$ cat src/rtl/fetch_pkg.sv
// Shared definitions for the instruction fetch stage: FSM states and widths.
package fetch_pkg;

   localparam int          INSTR_W          = 32;
   localparam int          PC_W_DEFAULT     = 32;
   localparam logic [31:0] RESET_PC_DEFAULT = 32'h0000_0000;

   typedef enum logic [1:0] {
      IDLE  = 2'd0,
      FETCH = 2'd1,
      HOLD  = 2'd2,
      HALT  = 2'd3
   } state_e;

endpackage

$ cat src/rtl/instr_fetch_unit_if.sv
// Fetch-stage bus bundle: instruction-memory handshake, instruction output
// handshake and retire-time control. Signal suffixes are relative to the
// fetch unit. jr_i/rs_data_i only exist when FETCH_JR_EN is defined.
interface instr_fetch_unit_if #(
   parameter int PC_W = 32
);
   import fetch_pkg::*;

   // instruction memory side
   logic                imem_req_o;
   logic [PC_W-1:0]     imem_addr_o;
   logic                imem_ready_i;
   logic [INSTR_W-1:0]  imem_data_i;

   // downstream (decode) side
   logic [INSTR_W-1:0]  instr_o;
   logic                instr_valid_o;
   logic                instr_ready_i;
   logic [PC_W-1:0]     pc_plus4_o;
   logic                branch_taken_i;
   logic                jump_i;
`ifdef FETCH_JR_EN
   logic                jr_i;
   logic [PC_W-1:0]     rs_data_i;
`endif
   logic                misalign_o;

   modport master (
      output imem_req_o, imem_addr_o, instr_o, instr_valid_o, pc_plus4_o, misalign_o,
      input  imem_ready_i, imem_data_i, instr_ready_i, branch_taken_i, jump_i
`ifdef FETCH_JR_EN
      , input jr_i, rs_data_i
`endif
   );

   modport slave (
      input  imem_req_o, imem_addr_o, instr_o, instr_valid_o, pc_plus4_o, misalign_o,
      output imem_ready_i, imem_data_i, instr_ready_i, branch_taken_i, jump_i
`ifdef FETCH_JR_EN
      , output jr_i, rs_data_i
`endif
   );

endinterface

$ cat src/rtl/next_pc_gen.sv
// Combinational next-PC selection for a retiring instruction.
// Priority: jr > j/jal > taken branch > sequential.
module next_pc_gen
   import fetch_pkg::*;
#(
   parameter int PC_W = 32
) (
   input  logic [PC_W-1:0]    pc_plus4_i,
   input  logic [INSTR_W-1:0] instr_i,
   input  logic               branch_taken_i,
   input  logic               jump_i,
   input  logic               jr_i,
   input  logic [PC_W-1:0]    rs_data_i,
   output logic [PC_W-1:0]    next_pc_o,
   output logic               misalign_o
);

   logic [PC_W-1:0] jump_target;
   logic [PC_W-1:0] branch_off;

   // The opcode field is decoded downstream, not here.
   logic unused_opcode;
   assign unused_opcode = &{1'b0, instr_i[31:26]};

   // Select redirect target; all arithmetic wraps modulo 2^PC_W.
   always_comb begin
      // NOTE: every signal written here gets a value before any branch, so no latch is inferred.
      jump_target        = pc_plus4_i;
      jump_target[27:0]  = {instr_i[25:0], 2'b00};
      branch_off         = {{(PC_W-18){instr_i[15]}}, instr_i[15:0], 2'b00};
      next_pc_o          = pc_plus4_i;
      if (jr_i)
         next_pc_o = rs_data_i;
      else if (jump_i)
         next_pc_o = jump_target;
      else if (branch_taken_i)
         next_pc_o = pc_plus4_i + branch_off;
   end

   assign misalign_o = jr_i && (rs_data_i[1:0] != 2'b00);

endmodule

$ cat src/rtl/instr_fetch_unit.sv
// Instruction fetch stage: holds the PC, fetches from a wait-state memory,
// presents the instruction until retired, then redirects from the retire-time
// control bits. Define FETCH_JR_EN to enable jump-register redirect and the
// misalign halt; otherwise misalign_o stays 0 and HALT is never entered.
module instr_fetch_unit
   import fetch_pkg::*;
#(
   parameter int              PC_W     = PC_W_DEFAULT,
   parameter logic [PC_W-1:0] RESET_PC = PC_W'(RESET_PC_DEFAULT)
) (
   input  logic                clk_i,
   input  logic                rst_i,
   instr_fetch_unit_if.master  bus
);

   state_e               state_q, state_d;
   logic [PC_W-1:0]      pc_q, pc_d;
   logic [INSTR_W-1:0]   instr_q, instr_d;
   logic                 valid_q, valid_d;
   logic [PC_W-1:0]      pc_plus4_q, pc_plus4_d;
   logic                 misalign_q, misalign_d;

   logic                 jr_sel;
   logic [PC_W-1:0]      rs_sel;
   logic [PC_W-1:0]      next_pc;
   logic                 npc_misalign;

`ifdef FETCH_JR_EN
   assign jr_sel = bus.jr_i;
   assign rs_sel = bus.rs_data_i;
`else
   assign jr_sel = 1'b0;
   assign rs_sel = '0;
`endif

   next_pc_gen #(.PC_W(PC_W)) u_next_pc_gen (
      .pc_plus4_i     (pc_plus4_q),
      .instr_i        (instr_q),
      .branch_taken_i (bus.branch_taken_i),
      .jump_i         (bus.jump_i),
      .jr_i           (jr_sel),
      .rs_data_i      (rs_sel),
      .next_pc_o      (next_pc),
      .misalign_o     (npc_misalign)
   );

   // Next-state and datapath updates; control inputs matter only at retire.
   always_comb begin
      state_d    = state_q;
      pc_d       = pc_q;
      instr_d    = instr_q;
      valid_d    = valid_q;
      pc_plus4_d = pc_plus4_q;
      misalign_d = misalign_q;
      case (state_q)
         IDLE:  state_d = FETCH;
         FETCH: begin
            if (bus.imem_ready_i) begin
               instr_d    = bus.imem_data_i;
               valid_d    = 1'b1;
               pc_plus4_d = pc_q + PC_W'(4);
               state_d    = HOLD;
            end
         end
         HOLD: begin
            if (valid_q && bus.instr_ready_i) begin
               valid_d = 1'b0;
               if (npc_misalign) begin
                  misalign_d = 1'b1;
                  state_d    = HALT;
               end else begin
                  pc_d    = next_pc;
                  state_d = FETCH;
               end
            end
         end
         HALT:    state_d = HALT;
         default: state_d = IDLE;
      endcase
   end

   // State registers with asynchronous active-low reset.
   always_ff @(posedge clk_i or negedge rst_i) begin
      if (!rst_i) begin
         state_q    <= IDLE;
         pc_q       <= RESET_PC;
         instr_q    <= '0;
         valid_q    <= 1'b0;
         pc_plus4_q <= RESET_PC + PC_W'(4);
         misalign_q <= 1'b0;
      end else begin
         // NOTE: non-blocking assignments so every flop samples pre-edge values.
         state_q    <= state_d;
         pc_q       <= pc_d;
         instr_q    <= instr_d;
         valid_q    <= valid_d;
         pc_plus4_q <= pc_plus4_d;
         misalign_q <= misalign_d;
      end
   end

   // Request follows state so reset drops it without waiting for a clock.
   assign bus.imem_req_o    = (state_q == FETCH);
   assign bus.imem_addr_o   = pc_q;
   assign bus.instr_o       = instr_q;
   assign bus.instr_valid_o = valid_q;
   assign bus.pc_plus4_o    = pc_plus4_q;
   assign bus.misalign_o    = misalign_q;

endmodule

$ cat src/flat_wrapper.sv
// flat-port wrapper written by rule: the top's interface ports become plain ports
module instr_fetch_unit_flat import fetch_pkg::*;
#(
   parameter int              PC_W     = PC_W_DEFAULT,
   parameter logic [PC_W-1:0] RESET_PC = PC_W'(RESET_PC_DEFAULT)
)
  (clk_i, rst_i, bus_imem_req_o, bus_imem_addr_o, bus_instr_o, bus_instr_valid_o, bus_pc_plus4_o, bus_misalign_o, bus_imem_ready_i, bus_imem_data_i, bus_instr_ready_i, bus_branch_taken_i, bus_jump_i);
  instr_fetch_unit_if #(.PC_W(PC_W)) bus_i ();
  input  logic clk_i;
  input  logic rst_i;
  output wire logic [$bits(bus_i.imem_req_o)-1:0] bus_imem_req_o;
  output wire logic [$bits(bus_i.imem_addr_o)-1:0] bus_imem_addr_o;
  output wire logic [$bits(bus_i.instr_o)-1:0] bus_instr_o;
  output wire logic [$bits(bus_i.instr_valid_o)-1:0] bus_instr_valid_o;
  output wire logic [$bits(bus_i.pc_plus4_o)-1:0] bus_pc_plus4_o;
  output wire logic [$bits(bus_i.misalign_o)-1:0] bus_misalign_o;
  input wire logic [$bits(bus_i.imem_ready_i)-1:0] bus_imem_ready_i;
  input wire logic [$bits(bus_i.imem_data_i)-1:0] bus_imem_data_i;
  input wire logic [$bits(bus_i.instr_ready_i)-1:0] bus_instr_ready_i;
  input wire logic [$bits(bus_i.branch_taken_i)-1:0] bus_branch_taken_i;
  input wire logic [$bits(bus_i.jump_i)-1:0] bus_jump_i;
  assign bus_imem_req_o = bus_i.imem_req_o;
  assign bus_imem_addr_o = bus_i.imem_addr_o;
  assign bus_instr_o = bus_i.instr_o;
  assign bus_instr_valid_o = bus_i.instr_valid_o;
  assign bus_pc_plus4_o = bus_i.pc_plus4_o;
  assign bus_misalign_o = bus_i.misalign_o;
  assign bus_i.imem_ready_i = bus_imem_ready_i;
  assign bus_i.imem_data_i = bus_imem_data_i;
  assign bus_i.instr_ready_i = bus_instr_ready_i;
  assign bus_i.branch_taken_i = bus_branch_taken_i;
  assign bus_i.jump_i = bus_jump_i;
  instr_fetch_unit #(.PC_W(PC_W), .RESET_PC(RESET_PC)) u_core (.clk_i(clk_i), .rst_i(rst_i), .bus(bus_i));
endmodule
$ cat config.mk
export PLATFORM = sky130hd
export DESIGN_NAME = instr_fetch_unit_flat
export DESIGN_NICKNAME = d
export VERILOG_FILES = /design/src/rtl/fetch_pkg.sv /design/src/rtl/instr_fetch_unit_if.sv /design/src/rtl/next_pc_gen.sv /design/src/rtl/instr_fetch_unit.sv /design/src/flat_wrapper.sv
export SDC_FILE = /design/constraint.sdc
export NUM_CORES = 1
export LEC_CHECK = 0
export BUFFER_PORTS_ARGS = -buffer_cell sky130_fd_sc_hd__buf_4
export CORE_ASPECT_RATIO = 1.1
export CORE_UTILIZATION = 25
export DETAILED_ROUTE_END_ITERATION = 10
export HOLD_SLACK_MARGIN = 0.08
export PLACE_DENSITY = 0.45
export SLEW_MARGIN = 20
export SYNTH_ARGS = -nofsm -noshare
export SYNTH_HDL_FRONTEND = slang
export SYNTH_HIERARCHICAL = 1
export SYNTH_SLANG_ARGS = --single-unit
$ cat constraint.sdc
create_clock -name clk_i -period 3.37 [get_ports clk_i]
set_clock_uncertainty 0.15 [all_clocks]
set_input_delay 0.337 -clock clk_i [delete_from_list [all_inputs] [get_ports clk_i]]
set_output_delay 0.337 -clock clk_i [all_outputs]
set_load 0.05 [all_outputs]
==> impl_metrics.toml, run 1 <==
[finish]
antenna_cells = 0
fin_cells = 1367
final_common_cell = "nand2_1"
syn_to_final_growth_pct = 33.7
num-nets-final = 1079
drive_gt1_share_pct = 23.9
layout_common_cells = "172 x nand2_1, 167 x buf_4, 98 x dfrtp_1"

[synth]
synth_top_area_share_pct = 36.5
synth_area_mm2 = 0.00678
synth_compound_area_share_pct = 19.7
synth-edff-count = 0
synth_fa_ha_area_share_pct = 5.83
yosys.area_share.simple_pct = 22.0
seq_area_frac_synth_pct = 36.9
postSynthAreaPerCell_um2 = 8.39
synth_cells = 808
yosysTopAreaCell = "dfrtp_1"
synth_ff_type = "dfrtp_1"
async_reset_ff_share_pct = 100
synth_xor_area_share_pct = 4.52
synth_warnings = 6
synth_area_leaders = "dfrtp_1 37%, nand2_1 9.6%, ha_1 5.5%"
synth_top_family_by_area = "simple AND/OR/NAND/NOR gates"
synth_mux_area_share_pct = 7.36
ys_ff_latch = 100
yosysUniqueCellTypes = 70

[floorplan]
ios = 137
core_area_mm2 = 0.0264
die_x_um = 159
die_y_um = 175
start_util_pct = 25.7
dieArea_mm2 = 0.0278
num_rows = 62

[global_route]
antenna_found_initial = 0
grt_usage_pct = 17.1
grt_first_pass_wirelength_um = 36700
grt-ovfl-total = 0
grt_pass1_vias = 6328
grt_max_degree = 56

[sta]
fin_crit_ns = 3.23
setup-violations-final = 0
max_freq_ghz = 0.310
slew_viol_final = 0
hold_viol = 0
setup_tns_ns = 0
min_period_over_period_pct = 95.9
worstMarginPinSlew_ns = 0.818
maxSlewHeadroom_pct = 45.3
rsz0062_at_grt = "true"

[setup_path]
cp_max_fo = 4
max_stage_delay_ns = 0.48
crit_chain = "ha_1 > fa_2 > a21oi_2 > o21ai_2 > a21bo_1 > o41a_4 > a21oi_4 > o21ai_2 > a21oi_2 > xor2_1 > o221ai_1 > mux2_2"
required_ns = 3.47
worstSetupPathType = "reg2reg"
cp-start-kind = "flop"
worstSetupEndpointType = "flop"
cp_data_arrival_time_ns = 3.33
crit_slowest_cell = "o41a_4"

[place]
routabilityCongestion = 0.867
post-place-cells = 1318
io_buffers = 136
hpwl_um = 16800

[route]
vias = 6517
routed_wl_um = 23400
drtAntennaViolNets = 0
wl_per_cell_um = 17.1
via_per_inst = 4.77
drt_iter0_drc = 418
route.detailed.drc = 0
drt-pass1-iter-count = 5

[clock_network]
clk_pin_slew_ns = 0.07
numCtsBuffers = 9
cts_tree = "done"
htree_levels = 3
clockBufferDepth = 2
cts.sinks = 100
cts_setup_buffers = 0
clk_latency_ns = 0.36
cts-root-buf = "clkbuf_16"

[job]
maxCapViolCount = 0

[worst_hold_path]
hp-class = "in2reg"

[pwr]
p_per_area_mw_per_mm2 = 1000
leakagePower_uw = 0.00427
ir_drop_v = 0.000417

[status]
status = "finished clean"
[layout make-up]
class                   instances  area [um^2]
flip-flops and latches        100         2500
clock buffers                  11          243
multi-input cells             686         4210
fillers                      2830        17300
repair buffers                200         1580
well taps                     352          440
clock inverters                 5         37.5
inverters                      13         48.8
[logic make-up after synthesis]
kind of cell | count (synthesis)
adders and majority gates | 31
DFF | 100
and+or+nand+nor | 329
AOI/OAI and AO/OA | 209
xor gates and xnor gates | 35
muxes | 46
buffers and inverters | 57
other | 1
[routing by layer]
metal | vias up | global-route usage [%] | routed length, um
met1 | 3098 | 22.8 | 10900
met5 | - | 0 | 0
met4 | 0 | 5.17 | 320
met2 | 141 | 28.4 | 11200
li1 | 3261 | - | -
met3 | 17 | 2.61 | 1010
[final timing paths]
kind | slack [ns] | cells past startpoint | end | start
max in group asynchronous | 1.95 | 3 | u_core/bus.pc_plus4_o[2] | rst_i
hold reg to reg | 0.33 | 1 | u_core/bus.misalign_o | u_core/bus.misalign_o
min in group asynchronous | 0.33 | 2 | u_core/bus.instr_o[15] | rst_i
setup reg to reg | 0.14 | 12 | u_core/bus.imem_addr_o[26] | u_core/bus.pc_plus4_o[2]
hold / removal | 0.12 | 3 | u_core/state_q[1] | bus_imem_ready_i
setup / recovery | 0.14 | 12 | u_core/bus.imem_addr_o[26] | u_core/bus.pc_plus4_o[2]
[stage by stage]
step / setup slack (ns) / power, uW / util (%) / hold slack [ns] / instance area [um^2]
after floorplan: 0.00224 / 6130 / - / -0.109 / 6910
after global placement: 0.0750 / 8000 / 31.9 / 0.197 / 8420
after detailed placement: 0.0252 / 8000 / 31.9 / 0.190 / 8420
after CTS: 0.000268 / 9110 / 34.2 / 0.106 / 9030
after global routing: -0.00263 / 9700 / 34.4 / 0.120 / 9060
final: 0.139 / 9060 / 34.4 / 0.119 / 9060
[worst max-delay path: cells and delay by family, from the launching register on]
| kind | cells | cell delay, ns |
|---|---|---|
| AOI/OAI and AO/OA | 8 | 1.53 |
| xor gates and xnor gates | 1 | 0.17 |
| adders and majority gates | 2 | 0.62 |
| DFF | 1 | 0.39 |
| muxes | 1 | 0.27 |
[power by group]
| group | switching, uW | total (uW) | internal [uW] | leakage, uW |
|---|---|---|---|---|
| Clock | 525 | 1050 | 525 | 0.000132 |
| Sequential | 656 | 2340 | 1680 | 0.00127 |
| Combinational | 3620 | 5680 | 2060 | 0.00287 |
[flip-flops by register name, indices dropped and copies added, names as in the netlist]
register,count
u_core/bus.imem_addr_o,32
u_core/bus.instr_o,32
u_core/bus.pc_plus4_o,32
u_core/state_q,2
u_core/bus.instr_valid_o,1
u_core/bus.misalign_o,1
[cell usage after synthesis, types with 17 or more instances]
| cell type | instances |
|---|---|
| a21o_1 | 17 |
| dfrtp_1 | 99 |
| xor2_1 | 18 |
| nand2_1 | 173 |
| nor2_1 | 61 |
| xnor2_1 | 17 |
| nand3_1 | 29 |
| clkbuf_1 | 32 |
| a31oi_1 | 17 |
| a21oi_1 | 61 |
| ha_1 | 30 |
| o21ai_0 | 48 |
| mux2_2 | 31 |
[what timing repair did]
action	in CTS	in global routing
resized for setup	0	7
hold endpoints to repair	62	0
endpoints found under the setup margin	0	8
hold buffers	33	0
Power figures use the tool's default switching activity.
==> run 2, diff against run 1 <==
Settings changed: MAX_ROUTING_LAYER set to met4.
==> run 2 against run 1 <==
Compared with the run above:
- total power about the same
- cell count did not move
- wire length increased by 0.20%
- maximum frequency is 0.16% lower
- sequential power barely moved
- critical path depth down 1
- worst hold slack gained 0.00066 ns
- flip-flop and latch count did not move
- critical endpoint is now u_core/bus.imem_addr_o[29]
- clock-buffer cell count stayed put
- highest routed layer unchanged
==> impl_metrics.toml, run 2 (synthesized netlist as in run 1, its figures left out) <==
[setup_path]
required_ns = 3.47
rr_startpoint = "u_core/bus.pc_plus4_o[2]"
crit_slowest_cell = "dfstp_2"
worstSetupPathType = "reg2reg"
crit_start = "u_core/bus.pc_plus4_o[2]"
crit_path_frequent_cell = "o211ai_1"
cp_data_arrival_time_ns = 3.34
worstSetupEndpointType = "flop"
crit_chain = "ha_1 > a21oi_1 > o211ai_1 > a221oi_2 > o21ai_1 > o211ai_1 > o311ai_0 > nand2_1 > mux2i_1 > nand3_1 > mux2_2"
cp_max_fo = 4
max_stage_delay_ns = 0.56
cp-start-kind = "flop"

[finish]
final_common_cell = "nand2_1"
stdcell_area_mm2 = 0.00906
num-nets-final = 1079
layout_common_cells = "172 x nand2_1, 167 x buf_4, 98 x dfrtp_1"
antenna_cells = 0
drive_gt1_share_pct = 23.9
final_core_util_pct = 34.4
syn_to_final_growth_pct = 33.7

[clock_network]
htree_levels = 3
cts-root-buf = "clkbuf_16"
clockBufferDepth = 2
clk_latency_ns = 0.37
cts_tree = "done"
clk_pin_slew_ns = 0.07
cts.sinks = 100
cts_setup_buffers = 0
numCtsBuffers = 9

[route]
drtAntennaViolNets = 0
vias = 6543
via_per_inst = 4.79
route.detailed.drc = 0
routed_wl_um = 23400
wl_per_cell_um = 17.1
drt-pass1-iter-count = 5
drt_iter0_drc = 371

[sta]
layout_setup_ws_ns = 0.134
hold_ws_ns = 0.119
hold_viol = 0
setup_tns_ns = 0
setup-violations-final = 0
slew_viol_final = 0
fin_crit_ns = 3.24
worstMarginPinSlew_ns = 0.811
max_freq_ghz = 0.309
min_period_over_period_pct = 96.0
rsz0062_at_grt = "true"
maxSlewHeadroom_pct = 45.7

[floorplan]
num_rows = 62
ios = 137
core_area_mm2 = 0.0264
die_y_um = 175
start_util_pct = 25.7
dieArea_mm2 = 0.0278
die_x_um = 159

[status]
status = "finished clean"

[global_route]
antenna_found_initial = 0
grt_first_pass_wirelength_um = 36700
grt_usage_pct = 17.6
grt-ovfl-total = 0
grt_max_degree = 56
grt_pass1_vias = 6322

[pwr]
leakagePower_uw = 0.00427
p_int_uw = 4260
switching_share_pct = 53.0
seq_power_share_pct = 25.7
switchingPower_uw = 4810
ir_drop_v = 0.000418
p_clk_share_pct = 11.6
p_per_area_mw_per_mm2 = 1000
power_frac_comb_pct = 62.7

[place]
io_buffers = 136
detailedPlace.worstSlack_ns = 0.0252
hpwl_um = 16800
routabilityCongestion = 0.881
placedInstanceArea_mm2 = 0.00842

[worst_hold_path]
hp-class = "in2reg"
hp-start = "bus_imem_ready_i"

[job]
maxCapViolCount = 0
## run 2: cell counts in the layout (fill, tap and decap cells not counted)
No cell type changed its count.
## run 2: layout make-up
class                   count  area [um^2]
multi-input cells         686         4210
inverters                  13         48.8
flip-flops and latches    100         2500
repair buffers            200         1580
well taps                 352          440
clock buffers              11          243
clock inverters             5         37.5
fillers                  2830        17300
## run 2: critical path, delay by kind of cell, from the launching register on
kind                     cells  cell delay [ns]
AO/OA/AOI/OAI                6             1.56
adder cells (fa/ha/maj)      1             0.21
flip-flops                   1             0.56
multiplexers                 2             0.44
AND/OR/NAND/NOR              2             0.21
## run 2: path summary, 6_finish.rpt
kind | endpoint | slack [ns] | cells after the start
worst max-delay path | u_core/bus.imem_addr_o[29] | 0.13 | 11
worst min-delay path | u_core/state_q[1] | 0.12 | 3
worst max register to register | u_core/bus.imem_addr_o[29] | 0.13 | 11
worst min register to register | u_core/bus.misalign_o | 0.33 | 1
max in group asynchronous | u_core/bus.pc_plus4_o[2] | 1.95 | 3
min in group asynchronous | u_core/bus.instr_o[15] | 0.33 | 2
## run 2: per-layer routing
metal / vias up / track usage, % / part of all wire (%)
met5: - / - / 0
met4: 0 / 5.17 / 1.4
met3: 17 / 2.40 / 3.7
met2: 131 / 28.3 / 48
met1: 3126 / 23.0 / 47
li1: 3269 / - / -
## run 2: power groups by stage
stage	sequential (uW)	combinational (uW)	clock, uW
floorplan	3870	2260	0
global placement	2380	5620	0
detailed placement	2380	5610	0
CTS	2360	5670	1080
global route	2450	6130	1130
finish	2340	5690	1050
## run 2: stage by stage
stage / total power, uW / instances
5_1_grt: 9700 / 1367
4_1_cts: 9110 / 1367
2_1_floorplan: 6130 / 843
3_3_place_gp: 8000 / 1318
3_5_place_dp: 8000 / 1318
6_report: 9070 / 1367
## run 2: what timing repair did
action                                  in CTS  in global routing
endpoints found under the setup margin       0                  8
hold buffers                                33                  0
gates resized for setup                      0                  7
hold endpoints to repair                    62                  0
==> run 3, diff against run 2 <==
Settings changed: PLACE_DENSITY 0.45 to 0.5.
==> run 3 against run 2 <==
Compared with the run above:
- critical endpoint is now u_core/bus.imem_addr_o[26]
- first-iteration DRC count down 12%
- clock power about the same
- core utilization up 0.13 points
- highest routed layer unchanged
- worst hold slack better by 0.029 ns
- non-clock buffer count stayed put
- die area did not move
- critical path depth is 1 higher
- cell count is essentially flat
- wire length down 4.6%
- maximum frequency rose by 1.3%
- cell area rose by 0.39%
- sequential share of layout area fell by 0.11 points
==> impl_metrics.toml, run 3 (synthesized netlist as in run 1, its figures left out) <==
[setup_path]
crit_family = "compound AO/OA/AOI/OAI gates"
max_stage_delay_ns = 0.48
worst-path-stages = 12
required_ns = 3.46
crit_chain = "ha_1 > fa_2 > a21oi_2 > o21ai_2 > a21bo_1 > o41a_4 > a21oi_4 > o21ai_2 > a21oi_2 > xor2_1 > o221ai_1 > mux2_2"
cp-start-kind = "flop"
worstSetupPathType = "reg2reg"
cp_max_fo = 4
path_buf_inv = 0
crit_slowest_cell = "o41a_4"
rr_startpoint = "u_core/bus.instr_o[0]"
rrSetupSlack_ns = 0.18
r2r_end = "u_core/bus.imem_addr_o[26]"
worstSetupEndpointType = "flop"
r2r_cells = 12
cp_data_arrival_time_ns = 3.28

[sta]
max_freq_ghz = 0.313
fin_crit_ns = 3.19
slew_viol_final = 0
setup-violations-final = 0
setup_tns_ns = 0
hold_viol = 0
maxSlewHeadroom_pct = 52.8
min_period_over_period_pct = 94.8
rsz0062_at_grt = "true"
worstMarginPinSlew_ns = 0.706
layout_setup_ws_ns = 0.176

[floorplan]
die_y_um = 175
num_rows = 62
die_x_um = 159
ios = 137
dieArea_mm2 = 0.0278
start_util_pct = 25.7
core_area_mm2 = 0.0264

[clock_network]
clk_pin_slew_ns = 0.07
numCtsBuffers = 9
cts_tree = "done"
cts-root-buf = "clkbuf_16"
htree_levels = 3
cts.sinks = 100
clockBufferDepth = 2
clk_latency_ns = 0.35

[route]
drtAntennaViolNets = 0
wl_per_cell_um = 16.3
via_per_inst = 4.76
vias = 6501
drt-pass1-iter-count = 5
drt_iter0_drc = 328
route.detailed.drc = 0
routed_wl_um = 22300

[finish]
multiInputGateArea_mm2 = 0.00421
num-nets-final = 1079
fin_cells = 1366
layout_common_cells = "172 x nand2_1, 165 x buf_4, 98 x dfrtp_1"
fill_cells = 2838
stdcell_area_mm2 = 0.00910
final_common_cell = "nand2_1"
ff_latch_area_mm2 = 0.00250
drive_gt1_share_pct = 23.8
syn_to_final_growth_pct = 34.2
antenna_cells = 0

[pwr]
p_per_area_mw_per_mm2 = 995
ir_drop_v = 0.000402
leakagePower_uw = 0.00429
power_uw = 9050

[place]
detailedPlace.worstSlack_ns = 0.0452
placedInstanceArea_mm2 = 0.00842
routabilityCongestion = 0.880
io_buffers = 136
post-place-cells = 1315
hpwl_um = 16200

[job]
maxCapViolCount = 0

[global_route]
grt_pass1_vias = 6240
grt_usage_pct = 16.9
grt-ovfl-total = 0
grt_first_pass_wirelength_um = 35600
antenna_found_initial = 0
grt_max_degree = 69

[worst_hold_path]
min_to = "u_core/state_q[1]"
holdPathStages = 3
hp-start = "bus_imem_ready_i"
hp-class = "in2reg"

[status]
status = "finished clean"
-- run 3: cell count changes in the layout (fill, tap and decap cells not counted), sizes merged --
cell,before,now
clkbuf,11,14
clkinv,3,1
clkinvlp,2,0
-- run 3: area by class of cell --
type,count,area share [%]
clock buffer,14,3.12
clock inverter,1,0.0550
inverter,13,0.536
multi-input combinational,686,46.2
sequential,100,27.5
tap,352,4.84
timing repair buffer,200,17.7
-- run 3: how the worst max path moves through the flow --
stage	start	end	slack (ns)
global placement	u_core/bus.pc_plus4_o[2]	u_core/bus.imem_addr_o[26]	0.06
detailed placement	u_core/bus.pc_plus4_o[2]	u_core/bus.imem_addr_o[28]	0.05
global route	u_core/bus.pc_plus4_o[2]	u_core/bus.imem_addr_o[26]	-0.01
floorplan	u_core/bus.instr_o[0]	u_core/bus.imem_addr_o[26]	0.002
finish	u_core/bus.instr_o[0]	u_core/bus.imem_addr_o[26]	0.18
CTS	u_core/bus.pc_plus4_o[2]	u_core/bus.imem_addr_o[28]	0.02
-- run 3: through the flow --
step / hold WS (ns) / util, %
floorplan: -0.109 / -
global placement: 0.177 / 31.9
detailed placement: 0.180 / 31.9
CTS: 0.134 / 34.3
global route: 0.154 / 34.5
finish: 0.148 / 34.5
-- run 3: routing by layer --
metal  GRT usage, %  routed length, um  vias to the layer above
met5              -                  0                        -
met4           4.53                411                        0
met3           2.73                895                       22
met2           27.2              10600                      141
met1           21.9              10400                     3088
li1               -                  -                     3250
-- run 3: tightest hold or removal path: stages --
cell and delay (ns):
buf_4 0.10, nand2_1 0.10, nand2_1 0.08
-- run 3: where the power goes --
part / switching [uW] / internal, uW
Clock: 463 / 578
Sequential: 669 / 1680
Combinational: 3590 / 2070
-- run 3: what timing repair did --
item / CTS / global route
gates resized for setup: 0 / 8
buffers inserted: 0 / 3
setup endpoints to repair: 0 / 12
hold buffers: 33 / 0
endpoints found under the hold margin: 64 / 0
